### config.mk
export PLATFORM = sky130hd
export DESIGN_NAME = hc_enc_21_16
export DESIGN_NICKNAME = d
export VERILOG_FILES = /design/src/rtl/hc_enc_21_16.sv
export SDC_FILE = /design/constraint.sdc
export NUM_CORES = 1
export LEC_CHECK = 0
export CAP_MARGIN = 20
export CORE_ASPECT_RATIO = 2
export CORE_UTILIZATION = 47
export CTS_CLUSTER_DIAMETER = 40
export DETAILED_ROUTE_END_ITERATION = 10
export PLACE_DENSITY = 0.75
export SLEW_MARGIN = 25
export SYNTH_ARGS = -nofsm -noshare
export SYNTH_HDL_FRONTEND = slang
export SYNTH_SLANG_ARGS = --single-unit
export TNS_END_PERCENT = 50
### constraint.sdc
create_clock -name clk -period 7.7 [get_ports clk]
set_clock_uncertainty 0.1 [all_clocks]
set_input_delay 2.31 -clock clk [delete_from_list [all_inputs] [get_ports clk]]
set_output_delay 2.31 -clock clk [all_outputs]
set_load 0.005 [all_outputs]
### src/rtl/hc_enc_21_16.sv
// Hamming(21,16) encoder with a 2-entry output FIFO and a delivered-word counter.
// Define HC_SECDED_EN to drive code_out[21] with overall parity (22-bit SECDED); otherwise bit 21 is 0.
module hc_enc_21_16 (
  input  logic        clk,
  input  logic        rst_n,
  input  logic [15:0] data_in,
  input  logic        in_valid,
  output logic        in_ready,
  output logic [21:0] code_out,
  output logic        out_valid,
  input  logic        out_ready,
  output logic [15:0] word_cnt
);

  // Buffer depth is fixed; pointers and occupancy are sized for exactly two entries.
  localparam int DEPTH = 2;

  // Parity coverage masks over code bits 20:0 (bit i-1 = position i).
  localparam logic [20:0] P1_MASK  = 21'h155555;
  localparam logic [20:0] P2_MASK  = 21'h066666;
  localparam logic [20:0] P4_MASK  = 21'h187878;
  localparam logic [20:0] P8_MASK  = 21'h007F80;
  localparam logic [20:0] P16_MASK = 21'h1F8000;

  function automatic logic [21:0] hc_encode(input logic [15:0] d);
    logic [20:0] dv;
    logic [20:0] c;
    logic        ov;
    dv        = '0;
    dv[2]     = d[0];
    dv[6:4]   = d[3:1];
    dv[14:8]  = d[10:4];
    dv[20:16] = d[15:11];
    c         = dv;
    c[0]      = ^(dv & P1_MASK);
    c[1]      = ^(dv & P2_MASK);
    c[3]      = ^(dv & P4_MASK);
    c[7]      = ^(dv & P8_MASK);
    c[15]     = ^(dv & P16_MASK);
`ifdef HC_SECDED_EN
    ov = ^c;
`else
    ov = 1'b0;
`endif
    return {ov, c};
  endfunction

  // Handshake: a word transfers on a rising edge where valid && ready are both
  // high; valid never depends on ready, and in_ready depends only on occupancy.
  logic [21:0] mem [DEPTH];
  logic        wr_ptr;
  logic        rd_ptr;
  logic [1:0]  count;
  logic [15:0] word_cnt_q;
  logic [21:0] enc;
  logic        push;
  logic        pop;

  always_comb begin
    enc       = hc_encode(data_in);
    in_ready  = (count != 2'd2);
    out_valid = (count != 2'd0);
    push      = in_valid && in_ready;
    pop       = out_valid && out_ready;
    code_out  = mem[rd_ptr];
    word_cnt  = word_cnt_q;
  end

  always_ff @(posedge clk) begin
    if (!rst_n) begin
      mem[0]     <= '0;
      mem[1]     <= '0;
      wr_ptr     <= 1'b0;
      rd_ptr     <= 1'b0;
      count      <= 2'd0;
      word_cnt_q <= 16'd0;
    end else begin
      if (push) begin
        mem[wr_ptr] <= enc;
        wr_ptr      <= ~wr_ptr;
      end
      if (pop) begin
        rd_ptr     <= ~rd_ptr;
        word_cnt_q <= word_cnt_q + 16'd1;
      end
      case ({push, pop})
        2'b10:   count <= count + 2'd1;
        2'b01:   count <= count - 2'd1;
        default: count <= count;
      endcase
    end
  end

endmodule

; ---- Word-level counts from Yosys, hierarchy flattened
; Memories as Yosys holds them, arrays and structs flattened. A register that Yosys moved wholly into a read port is not among the register bits.
; Cells that the tools add are included.
[word_totals]
latchBits = 0
mem_bits_ro = 0
input_bits = 20
output_inout_bits = 40
ram_bits = 42
wordCells = 33
memories = 1
register_bits = 20
[classes]
eq_ne = 3
n_lt_le_gt_ge = 0
shift = 0
div_mod_pow = 0
addsub = 3
mul = 0
bitwise_logic = 2
mux = 10
n_reduce_logical = 10
[mem_list]
columns = memory, depth, width, rd, rd_clocked_by_memory_dff, write_ports, line
row1 = mem, 2, 21, 1, 1, 2, 50  ; logic [21:0] mem [DEPTH];
[op_table]
columns = cell, count
row1 = $reduce_xor 21->1, 5
row2 = $mux 21, 1
row3 = $reduce_or 21->1, 1
row4 = $add 16x1->16 const B, 1
row5 = $mux 1, 8
row6 = $pmux 2 s2, 1
row7 = $reduce_bool 2->1, 2
row8 = $add 2x1->2 const B, 1
row9 = $eq 2x1->1 const B, 1
row10 = $eq 2x2->1 const B, 1
row11 = $logic_and 1x1->1, 2
row12 = $ne 2x2->1 const B, 1
row13 = $not 1->1, 2
row14 = $sub 2x1->2 const B, 1

; ---- Longest topological paths before layout
; Gate-level depths: netlist of the first run.
[depth]
depth_word = 7
depth_mapped = 7
ltp_nobuf = 7

; ---- Worst setup path after synthesis of the first run
; OpenSTA, ideal clock, no wires.
[synth_timing]
path_kind = input -> register
start = in in_valid
end = mem mem[0][0] (netlist name), enable pin
arrival_ps = 3924
cell_stages = 2
setup_time_ps = 428
t_required_ps = 7172
slack_ps = 3247
path_cell_list = nand2_1 o21ai_0
[synth_lines]
columns = element, line
row1 = start: declaration, 7  ; input logic in_valid,
row2 = end: declaration, 50

==> metrics.cfg, run 1 <==
[floorplan]
dieWidth_um = 59.7
row_count = 41
fp.dieH_um = 117
core_area_um2 = 6360
start_util_pct = 49.1
dieArea_um2 = 7000
io_pins = 60

[clock_tree]
cts_tree = built
cts.sinks = 63
cts.path.max_buffers = 2
cts_resized = 0
hold_buffers = 0
postCtsSetupBuffers = 0
insertion_delay_ns = 0.32
cts.reportedPaths.clkPinSlew_ns = 0.05
numCtsBuffers = 9
cts.htree.levels = 3
cts-root-buf = clkbuf_16

[job]
drv_cap = 0

[placement]
place.port_buffers = 58
place_congestion = 0.852
hpwl_um = 4430

[yosys]
synth-seq-cells = 63
synth_compound_gate_area_share_pct = 2.24
synth_common_cells = 48 x and2_1, 42 x edfxtp_1, 26 x xnor2_1
yosys-top-cells-area = edfxtp_1 40%, dfxtp_1 13%, and2_1 9.6%
synthMuxAreaShare_pct = 8.21
yosysTopAreaCell = edfxtp_1
synth.avg_cell_area_um2 = 12.6
synth_top_area_share_pct = 40.4
synth_cell_types = 35
synth_fa_ha_area_share_pct = 0.801
syn_inst = 247
synthXorXnorAreaFrac_pct = 12.6
synth_top_family_by_area = simple AND/OR/NAND/NOR gates
synth.most_common_cell = and2_1
synthArstFlopShare_pct = 0
synth-main-ff-cell = edfxtp_1
synth.yosys.warnings = 0
yosysSeqAreaShare_pct = 53.8
syn-cell-area_um2 = 3120
syn_nets = 269
synth-simple-area-share_pct = 20.4
synth_edf_count = 42

[grt]
grt_pass1_wl_um = 9940
grt_max_degree = 29
antenna_found_initial = 0
grt_usage_pct = 19.8
grt.overflow.total = 0
grt_pass1_vias = 2101

[finish]
n_antenna_cell = 0
drive_above_1_share_pct = 15.6
nets = 331
syn_to_final_growth_pct = 30.0

[worst_setup_path]
critPathMaxFanout = 28
rr_startpoint = count[0]$_SDFFE_PN0P_
cp-start-kind = input port
crit_path_end_kind = flip-flop
criticalPathCategory = input port to flip-flop
worstPathRequired_ns = 7.55
worstReg2RegEnd = mem[1][4]$_SDFFCE_PN0P_
ff2ff_path_depth = 3
r2r_slack_ns = 5.53
crit_arrival_ns = 4.46

[sta]
setup_tns_ns = 0
worst_pin_slew_ns = 0.969
max_freq_mhz = 217
slew_viol_final = 0
timing.final.crit_share_pct = 59.9
rsz0062_at_grt = no
hold_viol = 0
post-route-min-period_ns = 4.61
finalSetupViolCount = 0
slew_headroom_pct = 35.3

[power]
vdd.ir_drop.worst_v = 0.000133
power.total_uw = 1140
p_leak_uw = 0.00156
power_density_nw_per_um2 = 280

[status]
outcome = complete, no violations

[hold_path]
holdCritStartpoint = word_cnt[15]$_SDFFE_PN0P_
hold_end = word_cnt[15]$_SDFFE_PN0P_
hp-class = flip-flop to flip-flop
hold_path_depth = 2

[detailed_routing]
via_count = 1990
routed_via_density = 4.98
ant_nets = 0
first_iter_violations = 65
totalWireLength_um = 6110
drc_errors = 0
wire_per_inst_um = 15.3
drt_pass1_iterations = 4

==> flip-flops by register name, summed over array words and instances (netlist names), named ones only <==
| signal | flops |
|---|---|
| mem | 42 |
| word_cnt | 16 |
| wr_ptr | 1 |
| rd_ptr | 1 |
| count | 2 |
==> worst max-delay path: stages <==
cell             delay [ns]
clkdlybuf4s50_1        1.01
nand4_1                0.36
nand2_1                0.76
==> cells by family after synthesis <==
logic type                 after synthesis
DFF                                     63
adders and majority gates                2
other                                    1
xor gates and xnor gates                40
and+or+nand+nor                         98
muxes                                   23
buffers and inverters                   12
AOI/OAI and AO/OA                        8
==> worst max path at each step <==
stage                        start                       end  slack (ns)  depth (start not counted)
after global routing         rst_n   mem[1][4]$_SDFFCE_PN0P_        2.86                          3
after global placement       rst_n  mem[1][19]$_SDFFCE_PN0P_        2.78                          3
after CTS                    rst_n   mem[1][4]$_SDFFCE_PN0P_        3.03                          3
final                        rst_n   mem[1][4]$_SDFFCE_PN0P_        3.09                          3
after detailed placement     rst_n  mem[1][19]$_SDFFCE_PN0P_        2.72                          3
after floorplan           in_valid   mem[0][0]$_SDFFCE_PN0P_        3.25                          2
==> per-stage QoR <==
step | util (%) | setup WS, ns | cell area (um2) | std cells | hold slack (ns)
floorplan | - | 3.25 | 3120 | 247 | 0.362
global route | 63.8 | 2.86 | 4060 | 400 | 0.412
finish | 63.8 | 3.09 | 4060 | 400 | 0.372
detailed placement | 59.4 | 2.72 | 3780 | 384 | 0.372
CTS | 63.8 | 3.03 | 4060 | 400 | 0.379
global placement | 59.4 | 2.78 | 3780 | 384 | 0.357
==> routing by layer <==
metal	part of all wire (%)	vias up	routed length (um)	GRT usage, %
li1	-	977	-	-
met1	36	959	2170	19.1
met5	0	-	0	0
met2	59	47	3630	36.6
met4	2.0	0	123	9.16
met3	3.2	7	193	4.63
==> power breakdown <==
| group | internal [uW] | switching, uW |
|---|---|---|
| Clock | 247 | 134 |
| Combinational | 185 | 108 |
| Sequential | 418 | 43.1 |
==> placed cells by master (no fill, tap or decap), types with 2 or more instances in the layout <==
| master | instances |
|---|---|
| nand4_1 | 4 |
| or3_1 | 2 |
| and2_1 | 48 |
| clkdlybuf4s50_1 | 58 |
| ha_1 | 2 |
| nor2_2 | 2 |
| mux2i_1 | 2 |
| nand3_1 | 4 |
| nor2_1 | 11 |
| clkbuf_1 | 2 |
| nand4_4 | 2 |
| dfxtp_1 | 21 |
| nor4b_2 | 3 |
| xnor3_1 | 2 |
| nor4_2 | 2 |
| edfxtp_1 | 42 |
| xnor2_1 | 26 |
| a21boi_0 | 2 |
| o21ai_0 | 2 |
| inv_1 | 3 |
| xor2_1 | 11 |
| mux2_2 | 21 |
| nand2_1 | 12 |
| clkinv_2 | 3 |
| nor3_1 | 2 |
| nand2b_1 | 2 |
| clkbuf_16 | 9 |
==> area by class of cell <==
cell class                      count  area [um2]
Inverter                            4        15.0
Timing Repair Buffer               59         588
Clock inverter                      5        48.8
Sequential cell                    63        1680
Multi-Input combinational cell    172        1390
Clock buffer                       11         233
Tap cell                           86         108
Fill cell                         552        2300
(Power assumes the default switching activity.)
==> inputs of run 2 (changes only) <==
Clock period 7.7 ns to 4.53 ns, I/O delays scaled along.
==> metrics.cfg, run 2 (synthesized netlist as in run 1, its figures left out) <==
[detailed_routing]
wire_per_inst_um = 15.3
first_iter_violations = 42
totalWireLength_um = 6140
drt_pass1_iterations = 4
routed_via_density = 4.94
drc_errors = 0
ant_nets = 0
via_count = 1987

[clock_tree]
numCtsBuffers = 9
cts_resized = 0
cts.reportedPaths.clkPinSlew_ns = 0.06
cts.htree.levels = 3
cts.sinks = 63
cts.path.max_buffers = 2
postCtsSetupBuffers = 0
hold_buffers = 0
cts_tree = built
insertion_delay_ns = 0.33
cts-root-buf = clkbuf_16

[sta]
setup_tns_ns = 0
max_freq_mhz = 278
rsz0062_at_grt = no
post-route-min-period_ns = 3.60
slew_viol_final = 0
slew_headroom_pct = 37.8
hold_slack_ns = 0.364
timing.final.crit_share_pct = 79.4
finalSetupViolCount = 0
hold_viol = 0
worst_pin_slew_ns = 0.932

[floorplan]
io_pins = 60
start_util_pct = 49.1
dieWidth_um = 59.7
core_area_um2 = 6360
dieArea_um2 = 7000
row_count = 41
fp.dieH_um = 117

[finish]
n_antenna_cell = 0
nets = 333
drive_above_1_share_pct = 16.1
syn_to_final_growth_pct = 30.5
layout_commonest_cell = clkdlybuf4s50_1
final_cell_mix = 58 x clkdlybuf4s50_1, 48 x and2_1, 42 x edfxtp_1
largest-register = mem
fillCellCount = 537
stdcell_count = 402
largest_reg_flops = 42

[worst_setup_path]
crit_arrival_ns = 2.14
critPathMaxFanout = 21
cp-start-kind = flip-flop
crit_path_end_kind = output pin
worstPathRequired_ns = 3.07
criticalPathCategory = flip-flop to output pin

[job]
drv_cap = 0

[grt]
grt.overflow.total = 0
grt_usage_pct = 19.3
grt_pass1_wl_um = 9690
antenna_found_initial = 0
grt_pass1_vias = 2081
grt_max_degree = 26

[placement]
dp.cells = 386
place_congestion = 0.706
place.port_buffers = 58
hpwl_um = 4310

[status]
outcome = complete, no violations

[power]
power.total_uw = 1940
p_leak_uw = 0.00157
power_density_nw_per_um2 = 476
vdd.ir_drop.worst_v = 0.000418

[hold_path]
hp-class = flip-flop to flip-flop

-- run 2: cell count changes in the layout (fill, tap and decap cells not counted), sizes merged --
cell / delta
buf: +2
clkinvlp: +1
clkinv: -2
clkbuf: +1
-- run 2: final timing paths --
check                            startpoint                         to  slack [ns]  cells past startpoint
setup / recovery                  flip-flop                code_out[1]        0.93                      2
hold / removal    word_cnt[15]$_SDFFE_PN0P_  word_cnt[15]$_SDFFE_PN0P_        0.36                      2
setup reg to reg      count[1]$_SDFFE_PN0P_      count[1]$_SDFFE_PN0P_        2.67                      6
hold reg to reg   word_cnt[15]$_SDFFE_PN0P_  word_cnt[15]$_SDFFE_PN0P_        0.36                      2
-- run 2: per-layer routing --
metal | share of wire (%) | GRT usage [%]
met1 | 36 | 17.8
met2 | 57 | 35.8
met3 | 4.1 | 4.96
met4 | 2.5 | 10.0
met5 | 0 | 0
-- run 2: layout make-up --
type                       instances  area (um2)  share of cell area (%)
inverter                           4        15.0                   0.368
multi-input combinational        172        1390                    34.0
timing repair buffer              61         603                    14.8
clock inverter                     4        47.5                    1.17
clock buffer                      12         236                    5.80
tap                               86         108                    2.64
sequential                        63        1680                    41.2
-- run 2: through the flow --
| step | cell area, um2 | setup slack [ns] | util [%] |
|---|---|---|---|
| floorplan | 3120 | 1.03 | - |
| global placement | 3790 | 1.22 | 59.6 |
| detailed placement | 3790 | 1.19 | 59.6 |
| CTS | 4080 | 0.876 | 64.1 |
| global route | 4080 | 0.808 | 64.1 |
| finish | 4080 | 0.932 | 64.1 |
-- run 2: critical path, stage by stage (launching register included) --
cell and delay, ns:
dfxtp_1 0.93, mux2_2 0.43, clkdlybuf4s50_1 0.44
-- run 2: where the power goes --
group / switching (uW) / total, uW / internal [uW] / leakage [uW]
Combinational: 184 / 501 / 317 / 0.000816
Clock: 235 / 659 / 424 / 0.000137
Sequential: 73.1 / 783 / 710 / 0.000615
Total: 492 / 1940 / 1450 / 0.00157
